File: src/rtl/led_frame_ctrl_if.sv
// Byte-stream and frame-engine signals of the LED frame sequencer.
// spi_rdy_in is a one-cycle strobe qualifying spi_data_in; ram_wr_en_out is a
// one-cycle strobe qualifying address/data; frame_start_out is a one-cycle
// request that is only raised while frame_busy_in is low.
interface led_frame_ctrl_if #(
  parameter int ADDR_WIDTH = 9
);
  logic                  spi_rdy_in;
  logic [7:0]            spi_data_in;
  logic                  frame_busy_in;
  logic                  ram_wr_en_out;
  logic [ADDR_WIDTH-1:0] ram_wr_addr_out;
  logic [7:0]            ram_wr_data_out;
  logic [ADDR_WIDTH:0]   frame_len_out;
  logic                  frame_start_out;
  logic                  err_out;
  logic [1:0]            dbg_state_out;

  modport master (
    input  spi_rdy_in, spi_data_in, frame_busy_in,
    output ram_wr_en_out, ram_wr_addr_out, ram_wr_data_out,
    output frame_len_out, frame_start_out, err_out, dbg_state_out
  );

  modport slave (
    output spi_rdy_in, spi_data_in, frame_busy_in,
    input  ram_wr_en_out, ram_wr_addr_out, ram_wr_data_out,
    input  frame_len_out, frame_start_out, err_out, dbg_state_out
  );
endinterface

File: src/rtl/led_frame_ctrl.sv
// Command sequencer: decodes set-length / stream-pixels / show-frame bytes,
// writes the frame RAM and hands finished frames to the output engine.
module led_frame_ctrl #(
  parameter int ADDR_WIDTH = 9
) (
  input  logic             clk_in,
  input  logic             rst_n_in,
  input  logic             spi_cs_n_in,
  led_frame_ctrl_if.master bus
);

  localparam int          LEN_W   = ADDR_WIDTH + 1;
  localparam logic [16:0] LEN_MAX = 17'(1) << ADDR_WIDTH;

  // Encoding is visible on dbg_state_out: 0 IDLE, 1 LEN_H, 2 LEN_L, 3 DATA.
  typedef enum logic [1:0] {
    IDLE  = 2'd0,
    LEN_H = 2'd1,
    LEN_L = 2'd2,
    DATA  = 2'd3
  } state_t;

  state_t                state_q;
  logic                  cs_meta_q;
  logic                  cs_sync_q;
  logic                  cs_prev_q;
  logic [7:0]            len_hi_q;
  logic [LEN_W-1:0]      wr_ptr_q;
  logic                  show_pend_q;
  logic                  ram_wr_en_q;
  logic [ADDR_WIDTH-1:0] ram_wr_addr_q;
  logic [7:0]            ram_wr_data_q;
  logic [LEN_W-1:0]      frame_len_q;
  logic                  frame_start_q;
  logic                  err_q;

  logic        cs_end;
  logic [15:0] len_word;
  logic        len_ok;

  assign cs_end   = cs_sync_q & ~cs_prev_q;
  assign len_word = {len_hi_q, bus.spi_data_in};
  assign len_ok   = (len_word != 16'd0) && ({1'b0, len_word} <= LEN_MAX);

  always_ff @(posedge clk_in or negedge rst_n_in) begin
    if (!rst_n_in) begin
      state_q       <= IDLE;
      cs_meta_q     <= 1'b1;
      cs_sync_q     <= 1'b1;
      cs_prev_q     <= 1'b1;
      len_hi_q      <= 8'd0;
      wr_ptr_q      <= '0;
      show_pend_q   <= 1'b0;
      ram_wr_en_q   <= 1'b0;
      ram_wr_addr_q <= '0;
      ram_wr_data_q <= 8'd0;
      frame_len_q   <= '0;
      frame_start_q <= 1'b0;
      err_q         <= 1'b0;
    end else begin
      cs_meta_q     <= spi_cs_n_in;
      cs_sync_q     <= cs_meta_q;
      cs_prev_q     <= cs_sync_q;
      ram_wr_en_q   <= 1'b0;
      frame_start_q <= 1'b0;

      // An empty frame is never started; the request is simply dropped.
      if (show_pend_q && !bus.frame_busy_in) begin
        show_pend_q   <= 1'b0;
        frame_start_q <= (frame_len_q != '0);
      end

      if (bus.spi_rdy_in) begin
        case (state_q)
          IDLE: begin
            case (bus.spi_data_in)
              8'h2A: state_q <= LEN_H;
              8'h2B: begin
                wr_ptr_q <= '0;
                state_q  <= DATA;
              end
              8'h2C:   show_pend_q <= 1'b1;
              default: state_q     <= IDLE;
            endcase
          end
          LEN_H: begin
            len_hi_q <= bus.spi_data_in;
            state_q  <= LEN_L;
          end
          LEN_L: begin
            if (len_ok) begin
              frame_len_q <= len_word[LEN_W-1:0];
              err_q       <= 1'b0;
            end else begin
              err_q <= 1'b1;
            end
            state_q <= IDLE;
          end
          DATA: begin
            if (wr_ptr_q < frame_len_q) begin
              ram_wr_en_q   <= 1'b1;
              ram_wr_addr_q <= wr_ptr_q[ADDR_WIDTH-1:0];
              ram_wr_data_q <= bus.spi_data_in;
              wr_ptr_q      <= wr_ptr_q + 1'b1;
            end
          end
          default: state_q <= IDLE;
        endcase
      end

      // End of transaction wins over any transition taken by the same byte.
      if (cs_end) begin
        state_q <= IDLE;
      end
    end
  end

  assign bus.ram_wr_en_out   = ram_wr_en_q;
  assign bus.ram_wr_addr_out = ram_wr_addr_q;
  assign bus.ram_wr_data_out = ram_wr_data_q;
  assign bus.frame_len_out   = frame_len_q;
  assign bus.frame_start_out = frame_start_q;
  assign bus.err_out         = err_q;
  assign bus.dbg_state_out   = state_q;

endmodule

File: src/flat_wrapper.sv
// flat-port wrapper written by rule: the top's interface ports become plain ports
module led_frame_ctrl_flat 
#(
  parameter int ADDR_WIDTH = 9
)
  (clk_in, rst_n_in, spi_cs_n_in, bus_spi_rdy_in, bus_spi_data_in, bus_frame_busy_in, bus_ram_wr_en_out, bus_ram_wr_addr_out, bus_ram_wr_data_out, bus_frame_len_out, bus_frame_start_out, bus_err_out, bus_dbg_state_out);
  led_frame_ctrl_if #(.ADDR_WIDTH(ADDR_WIDTH)) bus_i ();
  input  logic clk_in;
  input  logic rst_n_in;
  input  logic spi_cs_n_in;
  input wire logic [$bits(bus_i.spi_rdy_in)-1:0] bus_spi_rdy_in;
  input wire logic [$bits(bus_i.spi_data_in)-1:0] bus_spi_data_in;
  input wire logic [$bits(bus_i.frame_busy_in)-1:0] bus_frame_busy_in;
  output wire logic [$bits(bus_i.ram_wr_en_out)-1:0] bus_ram_wr_en_out;
  output wire logic [$bits(bus_i.ram_wr_addr_out)-1:0] bus_ram_wr_addr_out;
  output wire logic [$bits(bus_i.ram_wr_data_out)-1:0] bus_ram_wr_data_out;
  output wire logic [$bits(bus_i.frame_len_out)-1:0] bus_frame_len_out;
  output wire logic [$bits(bus_i.frame_start_out)-1:0] bus_frame_start_out;
  output wire logic [$bits(bus_i.err_out)-1:0] bus_err_out;
  output wire logic [$bits(bus_i.dbg_state_out)-1:0] bus_dbg_state_out;
  assign bus_i.spi_rdy_in = bus_spi_rdy_in;
  assign bus_i.spi_data_in = bus_spi_data_in;
  assign bus_i.frame_busy_in = bus_frame_busy_in;
  assign bus_ram_wr_en_out = bus_i.ram_wr_en_out;
  assign bus_ram_wr_addr_out = bus_i.ram_wr_addr_out;
  assign bus_ram_wr_data_out = bus_i.ram_wr_data_out;
  assign bus_frame_len_out = bus_i.frame_len_out;
  assign bus_frame_start_out = bus_i.frame_start_out;
  assign bus_err_out = bus_i.err_out;
  assign bus_dbg_state_out = bus_i.dbg_state_out;
  led_frame_ctrl #(.ADDR_WIDTH(ADDR_WIDTH)) u_core (.clk_in(clk_in), .rst_n_in(rst_n_in), .spi_cs_n_in(spi_cs_n_in), .bus(bus_i));
endmodule
File: config.mk
export PLATFORM = sky130hd
export DESIGN_NAME = led_frame_ctrl_flat
export DESIGN_NICKNAME = d
export VERILOG_FILES = /design/src/rtl/led_frame_ctrl_if.sv /design/src/rtl/led_frame_ctrl.sv /design/src/flat_wrapper.sv
export SDC_FILE = /design/constraint.sdc
export NUM_CORES = 1
export LEC_CHECK = 0
export CAP_MARGIN = 40
export CELL_PAD_IN_SITES_DETAIL_PLACEMENT = 1
export CELL_PAD_IN_SITES_GLOBAL_PLACEMENT = 2
export CORE_MARGIN = 3
export CORE_UTILIZATION = 33
export CTS_BUF_LIST = sky130_fd_sc_hd__clkbuf_2 sky130_fd_sc_hd__clkbuf_4 sky130_fd_sc_hd__clkbuf_8
export CTS_CLUSTER_DIAMETER = 150
export DETAILED_ROUTE_END_ITERATION = 10
export MAX_ROUTING_LAYER = met4
export PLACE_DENSITY_LB_ADDON = 0.08
export SLEW_MARGIN = 20
export SYNTH_ARGS = -nofsm -noshare
export SYNTH_HDL_FRONTEND = slang
export SYNTH_SLANG_ARGS = --single-unit
File: constraint.sdc
create_clock -name clk_in -period 2 [get_ports clk_in]
set_input_delay 0.3 -clock clk_in [delete_from_list [all_inputs] [get_ports clk_in]]
set_output_delay 0.3 -clock clk_in [all_outputs]
set_load 0.05 [all_outputs]
==> run metrics, run 1 <==
crit-path max cell delay ~0.45 ns; std cell rows 33; Ys Warns 0; leakage power between 1.5 and 2 nW; Worst VDD drop 0.444 mV; cell count after synthesis roughly 240; TritonCTS Buffers 5; Min-Delay Endpoint u_core.cs_sync_q; detailed-route DRC error count 0; setup ws final -0.179 ns; CTS tree built; Worst Skew roughly 0.011 ns; number of top-level pins 45; fillers 898; final setup fails 27; origin of the worst min-delay path u_core.cs_meta_q; register area share after synthesis 0.482; CP Cell Sequence ha_4 -> nand4_1 -> o311ai_4 -> buf_4 -> nor3_4 -> buf_6 -> mux2_4; global-route wire length before repair 13.0 mm; clk slew on worst S/H paths 0.11 ns; Tmin final 2.18 ns; largest net degree at the start of global routing 55; TritonRoute pass-1 iters 4; Power Density ~710 mW/mm2; fin crit share 1.09; Slew headroom 0.657; crit path buf inv count 2; # nets final between 300 and 400; routed vias 2355; clock sinks 54; Distinct cells, synth just over 40; Synth Area per Inst 11.6 um2; R2R cell count 7; peak fanout along the critical path 9; Worst R2R Start u_core.wr_ptr_q[9]; post-synthesis instance area ~0.0028 mm2; total inserted antenna cells 0; flops & latches, synth 54; antenna violations before repair 0; Placed Instances roughly 450; Antenna Nets Post-Route 0; area of placed instances between 0.003 and 0.004 mm2; GPL Wtd Cong approximately 0.80; Max clock buf depth 2; Die X-Extent between 90 and 100 um; failing checks negative setup slack; Slew @ Worst Pin 0.513 ns; Critical Path AT between 2 and 2.5 ns; unrepaired setup endpoints after global routing true; Max Cap Viol 0; final instance area 0.00419 mm2; H-tree levels 2; f_max around 460 MHz; DRC marker count from the first detailed-route iteration 75; Setup crit end kind flip-flop; clock latency on the worst-skew pair 0.31 ns; final WL between 7 and 8 mm; CTS root buf clkbuf_8; core area 0.00826 mm2; number of port buffers 44; Total GRT Usage 0.172; Worst Setup Path Type reg2reg; Area Overhead vs Synth 48.8%; Die Height a little under 100 um; CP Launch Type flip-flop; Post-Layout Cell Count 459; Mapped Nets 270; post-DP HPWL about 6 mm; hold depth 0; initial core utilization 0.341; vias in the first global route around 2.5k; Min-Delay Path Class reg2reg; Reg2Reg Setup Slack -0.18 ns; Avg WL per Cell 17.1 um; Critical Path RT about 2.2 ns; max-slew violation count 0; DR vias/cell between 5 and 6; final hold viol count 0; layout cells sized above 1 0.441; run status complete, but fails checks; Worst R2R End u_core.bus.ram_wr_data_out[4]; Synth area leader dfrtp_1; Slowest-stage cell, CP o311ai_4; largest cells by area after synthesis dfrtp_1 (45%), mux2_2 (10%), ha_1 (6.2%); CP top delay family compound AO/OA/AOI/OAI gates; die footprint 0.00967 mm2; remaining global-route overflow 0; post-synth top area share 0.454
## worst max-delay path by stage
stage / slack (ns) / start / cells after the start / endpoint
after floorplan: -0.19 / u_core.bus.frame_len_out[7] / 7 / u_core.bus.ram_wr_addr_out[8]
after global placement: -0.24 / bus_spi_data_in[2] / 7 / u_core.wr_ptr_q[2]
after detailed placement: -0.28 / bus_spi_data_in[4] / 7 / u_core.wr_ptr_q[2]
after CTS: -0.16 / u_core.bus.frame_len_out[3] / 9 / u_core.bus.ram_wr_data_out[6]
after global routing: -0.27 / u_core.wr_ptr_q[9] / 7 / u_core.bus.ram_wr_data_out[6]
final: -0.18 / u_core.wr_ptr_q[9] / 7 / u_core.bus.ram_wr_data_out[4]
## kinds of logic after synthesis
| family | Yosys count | synth area share |
|---|---|---|
| and+or+nand+nor | 83 | 0.167 |
| DFF | 54 | 0.482 |
| muxes | 37 | 0.159 |
| AOI/OAI and AO/OA | 33 | 0.0961 |
| buffers and inverters | 22 | 0.0342 |
| adders and majority gates | 14 | 0.0623 |
## layer usage
metal | part of all wire | vias up | track usage
li1 | - | 1112 | -
met1 | 0.50 | 1179 | 0.246
met2 | 0.45 | 54 | 0.261
met3 | 0.034 | 10 | 0.0250
met4 | 0.0089 | 0 | 0.0357
met5 | 0 | - | -
## cell usage in the layout (no fill, tap or decap), drive strengths merged, types with 4 or more instances in the layout
master | Yosys | final
buf | 3 | 66
inv | 15 | 16
or4 | 6 | 6
mux2 | 34 | 34
o311ai | 10 | 10
ha | 14 | 14
clkbuf | 4 | 5
o211ai | 7 | 7
nor2 | 12 | 12
nand2 | 21 | 21
dfrtp | 51 | 51
nand2b | 4 | 4
a21oi | 4 | 4
nand4 | 6 | 6
nor3 | 7 | 7
nor4 | 4 | 4
clkdlybuf4s50 | 0 | 42
nand3 | 10 | 10
## state kept, by name, indices dropped and copies added (netlist names)
name / count
u_core.bus.frame_len_out: 10
u_core.wr_ptr_q: 10
u_core.bus.ram_wr_addr_out: 9
u_core.bus.ram_wr_data_out: 8
u_core.len_hi_q: 8
u_core.bus.dbg_state_out: 2
u_core.bus.err_out: 1
u_core.bus.frame_start_out: 1
u_core.bus.ram_wr_en_out: 1
u_core.cs_meta_q: 1
u_core.cs_prev_q: 1
u_core.cs_sync_q: 1
u_core.show_pend_q: 1
## final cells by class
| type | count | area (um2) | share of cell area |
|---|---|---|---|
| sequential | 54 | 1370 | 0.328 |
| inverter | 15 | 61.3 | 0.0146 |
| clock inverter | 3 | 48.8 | 0.0117 |
| tap | 105 | 131 | 0.0314 |
| multi-input combinational | 167 | 1530 | 0.366 |
| clock buffer | 5 | 68.8 | 0.0164 |
| timing repair buffer | 110 | 973 | 0.233 |
## metrics by stage
step / hold slack, ns / util / setup slack (ns) / total power [mW] / TNS, ns
after floorplan: 0.00441 / - / -0.190 / 1.74 / -3.56
after detailed placement: 0.323 / 0.480 / -0.279 / 2.14 / -6.91
after global routing: 0.375 / 0.507 / -0.269 / 3.14 / -6.27
after global placement: 0.323 / 0.480 / -0.244 / 2.12 / -5.81
after CTS: 0.367 / 0.500 / -0.156 / 2.97 / -3.51
final: 0.366 / 0.507 / -0.179 / 2.98 / -3.44
## cells in the mapped netlist
cell type / number
o311ai_0: 9
nor2_2: 1
nor4_1: 3
nand2b_1: 3
dfstp_2: 3
o21a_1: 2
a21o_1: 2
dfrtp_1: 51
o31ai_1: 2
buf_8: 1
and2_1: 2
a21oi_1: 4
mux2_2: 25
or2_2: 2
mux2i_1: 3
nor3_2: 1
nand2b_4: 1
clkbuf_1: 4
nand4_1: 6
inv_1: 15
a211oi_4: 1
nor3_4: 1
nor2_1: 11
a41o_1: 1
ha_1: 14
nand4b_1: 1
or3_1: 3
nand3_1: 10
o21ai_0: 2
nor3_1: 5
a41oi_1: 2
mux2_4: 9
or4_1: 6
nand2_1: 21
or3b_2: 1
buf_2: 2
and3_1: 3
nor4_4: 1
o211ai_1: 7
nor2b_1: 1
o311ai_2: 1
## report_power, final
part,internal [mW],switching (mW),total [mW]
clock network,0.382,0.397,0.779
registers,1.17,0.0819,1.26
logic,0.463,0.479,0.942
total,2.02,0.958,2.98
## timing repair
item | in CTS | in global routing
hold buffers | 1 | 0
gates cloned | 0 | 1
hold endpoints to repair | 51 | 0
pin swaps | 2 | 11
gates resized for setup | 14 | 9
setup endpoints to repair | 28 | 27
setup buffers | 0 | 3
(Power assumes the default switching activity.)
==> inputs of run 2 (changes only) <==
--- a/config.mk
+++ b/config.mk
@@ -15,6 +15,7 @@
 export DETAILED_ROUTE_END_ITERATION = 10
 export MAX_ROUTING_LAYER = met4
 export PLACE_DENSITY_LB_ADDON = 0.08
+export SKIP_LAST_GASP = 1
 export SLEW_MARGIN = 20
 export SYNTH_ARGS = -nofsm -noshare
 export SYNTH_HDL_FRONTEND = slang
==> run 2 against run 1 <==
The run still ends with negative setup slack left; register-to-register slack barely moved; power is 0.79% higher; clock skew is 0.00086 ns lower; first-iteration DRC count increased by 39%; die area unchanged; design area increased by 1.2%; global-route usage is essentially flat; sequential power hardly changed; critical path depth stayed put; routed wire length is 1.7% higher; sequential share of layout area shrank 0.40 points; highest routed layer unchanged.
==> run metrics, run 2 (same netlist as run 1, synthesis figures left out) <==
Critical Path RT 2.20 ns (about the same); R2R cell count 7 (unchanged); Die Height 98.3 um (unchanged); final hold viol count 0 (unchanged); Reg2Reg Setup Slack -0.18 ns (about the same); setup ws final -0.179 ns (-0.00000200 ns); clock latency on the worst-skew pair 0.31 ns (about the same); Worst R2R Start u_core.wr_ptr_q[9]; origin of the worst min-delay path u_core.cs_meta_q; Tmin final 2.18 ns (+0.00000200 ns); Worst VDD drop 0.444 mV (about the same); number of port buffers 44 (unchanged); TritonRoute pass-1 iters 4 (unchanged); Area Overhead vs Synth 50.7%; failing checks negative setup slack; Worst Skew 0.0103 ns (-0.000860 ns); leakage power 1.86 nW (+1.6%); Worst R2R End u_core.bus.ram_wr_data_out[4]; clk slew on worst S/H paths 0.11 ns (about the same); Setup crit end kind flip-flop; CTS tree built; Die X-Extent 98.3 um (unchanged); Max Cap Viol 0 (unchanged); routed vias 2351 (-0.17%); DR vias/cell 5.08 (-1.0%); unrepaired setup endpoints after global routing true; Worst Setup Path Type reg2reg; vias in the first global route 2461 (-0.24%); clock sinks 54 (unchanged); CP Launch Type flip-flop; run status complete, but fails checks; Slew headroom 0.657 (unchanged); H-tree levels 2 (unchanged); CTS root buf clkbuf_8; DRC marker count from the first detailed-route iteration 104 (+39%); Min-Delay Endpoint u_core.cs_sync_q; number of top-level pins 45 (unchanged); Min-Delay Path Class reg2reg; final instance area 0.00424 mm2 (+1.2%); largest net degree at the start of global routing 55 (unchanged); Avg WL per Cell 17.2 um (+0.82%); fin crit share 1.09 (about the same); layout cells sized above 1 0.458 (+0.0174); peak fanout along the critical path 9 (unchanged); GPL Wtd Cong 0.802 (unchanged); # nets final 384 (+1.1%); most common cell after layout, fill and taps aside buf_4; Critical Path AT 2.38 ns (about the same); hold depth 0 (unchanged); total inserted antenna cells 0 (unchanged); initial core utilization 0.341 (unchanged); die footprint 0.00967 mm2 (unchanged); fillers 897 (-0.11%); commonest non-fill, non-tap cells in the layout buf_4 (60), clkdlybuf4s50_1 (42), dfrtp_1 (38), mux2_2 (25), nand2_1 (21); Placed Instances 446 (unchanged); remaining global-route overflow 0 (unchanged); Post-Layout Cell Count 463 (+0.87%); post-place setup slack -0.279 ns (unchanged); detailed-route DRC error count 0 (unchanged); max-slew violation count 0 (unchanged); global-route wire length before repair 13.0 mm (-0.21%); antenna violations before repair 0 (unchanged); Slew @ Worst Pin 0.513 ns (-0.00000113 ns); Total GRT Usage 0.172 (-0.000308); area of placed instances 0.00396 mm2 (unchanged); Tot Pwr 3.00 mW (+0.79%); f_max 459 MHz (unchanged); hold slack 0.366 ns (-0.00000600 ns); post-DP HPWL 6.04 mm (unchanged); TritonCTS Buffers 5 (unchanged); std cell rows 33 (unchanged); Power Density 708 mW/mm2 (-0.43%); core area 0.00826 mm2 (unchanged); final WL 7.98 mm (+1.7%); final setup fails 27 (unchanged); Max clock buf depth 2 (unchanged); Antenna Nets Post-Route 0 (unchanged)
-- run 2: cell types whose count changed in the layout (fill, tap and decap cells not counted), sizes merged --
cell  delta
buf      +4
-- run 2: power breakdown --
| group | switching [mW] | internal [mW] | leakage, nW |
|---|---|---|---|
| sequential | 0.0827 | 1.17 | 0.688 |
| combinational | 0.490 | 0.473 | 1.11 |
| clock | 0.398 | 0.382 | 0.0563 |
| total | 0.971 | 2.03 | 1.86 |
-- run 2: how the worst max path moves through the flow --
| stage | startpoint | end | slack (ns) | cells past startpoint |
|---|---|---|---|---|
| after floorplan | u_core.bus.frame_len_out[7] | u_core.bus.ram_wr_addr_out[8] | -0.19 | 7 |
| after global placement | bus_spi_data_in[2] | u_core.wr_ptr_q[2] | -0.24 | 7 |
| after detailed placement | bus_spi_data_in[4] | u_core.wr_ptr_q[2] | -0.28 | 7 |
| after CTS | u_core.bus.frame_len_out[3] | u_core.bus.ram_wr_data_out[6] | -0.16 | 9 |
| after global routing | u_core.bus.frame_len_out[3] | u_core.wr_ptr_q[4] | -0.28 | 8 |
| final | u_core.wr_ptr_q[9] | u_core.bus.ram_wr_data_out[4] | -0.18 | 7 |
-- run 2: area by class of cell --
class | instances | area (um2) | area share
clock inverters | 3 | 48.8 | 0.0115
clock buffers | 5 | 68.8 | 0.0162
well taps | 105 | 131 | 0.0310
repair buffers | 114 | 1010 | 0.238
multi-input cells | 167 | 1550 | 0.366
flip-flops and latches | 54 | 1370 | 0.324
inverters | 15 | 61.3 | 0.0145
-- run 2: what timing repair did --
item                                    4_1_cts  5_1_grt
hold buffers                                  1        0
gates cloned                                  0        2
hold endpoints to repair                     51        0
endpoints found under the setup margin       28       27
setup buffers                                 0        6
gates resized for setup                      12       20
pin swaps                                     2       17
-- run 2: stage by stage --
stage	util	setup TNS, ns
5_1_grt	0.513	-6.55
6_report	0.513	-3.69
2_1_floorplan	-	-3.56
3_5_place_dp	0.480	-6.91
4_1_cts	0.498	-3.52
3_3_place_gp	0.480	-5.81
-- run 2: layer usage --
| metal | GRT usage | vias up | part of all wire |
|---|---|---|---|
| met5 | - | - | 0 |
| met4 | 0.0357 | 0 | 0.0083 |
| met3 | 0.0250 | 8 | 0.030 |
| met2 | 0.259 | 44 | 0.47 |
| met1 | 0.246 | 1179 | 0.49 |
| li1 | - | 1120 | - |
-- run 2: worst max-delay path, cell delays in order (launching register included) --
cell	delay, ns
dfrtp_1	0.44
ha_4	0.30
nand4_1	0.17
o311ai_4	0.46
buf_4	0.20
nor3_4	0.04
buf_6	0.17
mux2_4	0.30
==> inputs of run 3 (changes only) <==
--- a/config.mk
+++ b/config.mk
@@ -10,9 +10,10 @@
 export CELL_PAD_IN_SITES_GLOBAL_PLACEMENT = 2
 export CORE_MARGIN = 3
 export CORE_UTILIZATION = 33
-export CTS_BUF_LIST = sky130_fd_sc_hd__clkbuf_2 sky130_fd_sc_hd__clkbuf_4 sky130_fd_sc_hd__clkbuf_8
+export CTS_BUF_LIST = sky130_fd_sc_hd__clkbuf_2
 export CTS_CLUSTER_DIAMETER = 150
 export DETAILED_ROUTE_END_ITERATION = 10
+export GPL_ROUTABILITY_DRIVEN = 1
 export MAX_ROUTING_LAYER = met4
 export PLACE_DENSITY_LB_ADDON = 0.08
 export SKIP_LAST_GASP = 1
==> run 3 against run 2 <==
Die area did not move; sequential share of layout area decreased by 0.22 points; cell count rose by 1.1%; clock skew rose by 0.017 ns; critical path type unchanged; routed wire length is 4.8% higher; critical path depth rose by 2; utilization rose by 0.35 points; combinational power increased by 10%; critical endpoint is now u_core.bus.ram_wr_addr_out[7]; sequential power barely moved; largest cell class unchanged; flip-flop and latch count stayed put; clock-buffer cell count unchanged; the flow still finishes with violations (negative setup slack); design area rose by 0.68%.
==> run metrics, run 3 (same netlist as run 1, synthesis figures left out) <==
peak fanout along the critical path 9 (unchanged); clock sinks 54 (unchanged); H-tree levels 2 (unchanged); Slowest-stage cell, CP dfrtp_2; Multi-input gate area 0.00162 mm2 (+4.5%); most common cell after layout, fill and taps aside buf_4; largest net degree at the start of global routing 55 (unchanged); core area 0.00826 mm2 (unchanged); Slew headroom 0.662 (+0.00546); CTS tree built; clk slew on worst S/H paths 0.32 ns (+0.21 ns); GR Layer Usage met1 0.251 (+0.00495); unrepaired setup endpoints after global routing true; DRC marker count from the first detailed-route iteration 100 (-3.8%); commonest non-fill, non-tap cells in the layout buf_4 (65), dfrtp_1 (38), dlygate4sd2_1 (29), mux2_2 (25), nand2_1 (21); antenna violations before repair 0 (unchanged); area of placed instances 0.00396 mm2 (unchanged); GPL Wtd Cong 0.802 (unchanged); Worst VDD drop 0.278 mV (-37%); max-slew violation count 0 (unchanged); Tmin final 2.19 ns (+0.0157 ns); Tot Pwr 2.92 mW (-2.7%); # nets final 389 (+1.3%); crit-path max cell delay 0.50 ns (+0.04 ns); final setup fails 26 (-3.7%); number of top-level pins 45 (unchanged); GR peak layer met2; post-DP HPWL 6.04 mm (unchanged); Die X-Extent 98.3 um (unchanged); layout cells sized above 1 0.477 (+0.0185); Total GRT Usage 0.178 (+0.00600); clock power share 0.207 (-0.053); CP Launch Type flip-flop; number of port buffers 44 (unchanged); Critical Path RT 2.39 ns (+0.19 ns); remaining global-route overflow 0 (unchanged); Slew @ Worst Pin 0.506 ns (-0.00741 ns); std cell rows 33 (unchanged); final WL 8.36 mm (+4.8%); combinational power share 0.362 (+0.041); Worst Skew 0.0275 ns (+0.0172 ns); final hold viol count 0 (unchanged); routed vias 2404 (+2.3%); total inserted antenna cells 0 (unchanged); Avg WL per Cell 17.9 um (+3.7%); Area Overhead vs Synth 51.7%; die footprint 0.00967 mm2 (unchanged); initial core utilization 0.341 (unchanged); final instance area 0.00427 mm2 (+0.68%); setup ws final -0.194 ns (-0.0157 ns); Max Cap Viol 0 (unchanged); TritonRoute pass-1 iters 4 (unchanged); met2 Use GR 0.273 (+0.0135); f_max 456 MHz (-0.72%); fin crit share 1.10 (+0.00785); Min-Delay Path Class in2reg; clock latency on the worst-skew pair 0.47 ns (+0.16 ns); internal power 1.91 mW (-5.8%); setup TNS -4.00 ns (-0.318 ns); Setup crit end kind flip-flop; met3 Track Usage GR 0.0271 (+0.00214); P_sw 1.01 mW (+3.6%); Power Density 684 mW/mm2 (-3.4%); Storage cell area 0.00137 mm2 (unchanged); Max clock buf depth 2 (unchanged); detailed-route DRC error count 0 (unchanged); crit path buf inv count 3 (+1); TritonCTS Buffers 5 (unchanged); Die Height 98.3 um (unchanged); Critical Path AT 2.58 ns (+0.20 ns); CP Cell Sequence inv_4 -> ha_4 -> a21o_1 -> a21oi_2 -> o311ai_4 -> buf_4 -> nor3_4 -> buf_6 -> mux2_2; failing checks negative setup slack; run status complete, but fails checks; Placed Instances 446 (unchanged); fillers 912 (+1.7%); Net Sw Frac 0.345 (+0.0211); vias in the first global route 2515 (+2.2%); CTS root buf clkbuf_2; global-route wire length before repair 13.3 mm (+2.7%); hold slack 0.211 ns (-0.155 ns); leakage power 2.05 nW (+10%); CP top delay family compound AO/OA/AOI/OAI gates; Worst Setup Path Type reg2reg; DR vias/cell 5.14 (+1.2%); Antenna Nets Post-Route 0 (unchanged); sequential share of power 0.431 (+0.012); Post-Layout Cell Count 468 (+1.1%)
run 3: path summary, 6_finish.rpt:
| kind | startpoint | to | slack [ns] | cells past startpoint |
|---|---|---|---|---|
| max | u_core.bus.frame_len_out[3] | u_core.bus.ram_wr_addr_out[7] | -0.19 | 9 |
| min | spi_cs_n_in | u_core.cs_meta_q | 0.21 | 1 |
| max reg2reg | u_core.bus.frame_len_out[3] | u_core.bus.ram_wr_addr_out[7] | -0.19 | 9 |
| min reg2reg | u_core.cs_meta_q | u_core.cs_sync_q | 0.38 | 0 |
| max in group asynchronous | rst_n_in | u_core.cs_prev_q | 1.38 | 3 |
| min in group asynchronous | rst_n_in | u_core.bus.ram_wr_data_out[2] | 0.27 | 3 |
run 3: layer usage:
| metal | share of wire | wire length, um |
|---|---|---|
| met1 | 0.49 | 4070 |
| met2 | 0.48 | 3980 |
| met3 | 0.028 | 232 |
| met4 | 0.0081 | 68 |
| met5 | 0 | 0 |
run 3: cell type report:
class | instances | area share
multi-input cells | 167 | 0.379
clock buffers | 5 | 0.00587
clock inverters | 3 | 0.0114
flip-flops and latches | 54 | 0.321
inverters | 15 | 0.0144
repair buffers | 119 | 0.237
well taps | 105 | 0.0308
run 3: power by group through the flow:
stage                     logic (mW)  clock network [mW]  registers, mW
after floorplan                0.384                   0           1.35
after global placement         0.847                   0           1.27
after detailed placement       0.866                   0           1.27
after CTS                      0.977               0.631           1.26
after global routing            1.13               0.672           1.27
final                           1.06               0.605           1.26
run 3: metrics by stage:
step	worst slack, ns	utilization
after floorplan	-0.190	-
after CTS	-0.205	0.502
after detailed placement	-0.279	0.480
final	-0.194	0.517
after global routing	-0.285	0.517
after global placement	-0.244	0.480
run 3: repair_timing:
item                                    4_1_cts  5_1_grt
hold endpoints to repair                     51        0
hold buffers                                  1        0
resized for setup                            53       20
pin swaps                                    10       16
cloned                                        0        1
endpoints found under the setup margin       57       30
setup buffers                                 8        7
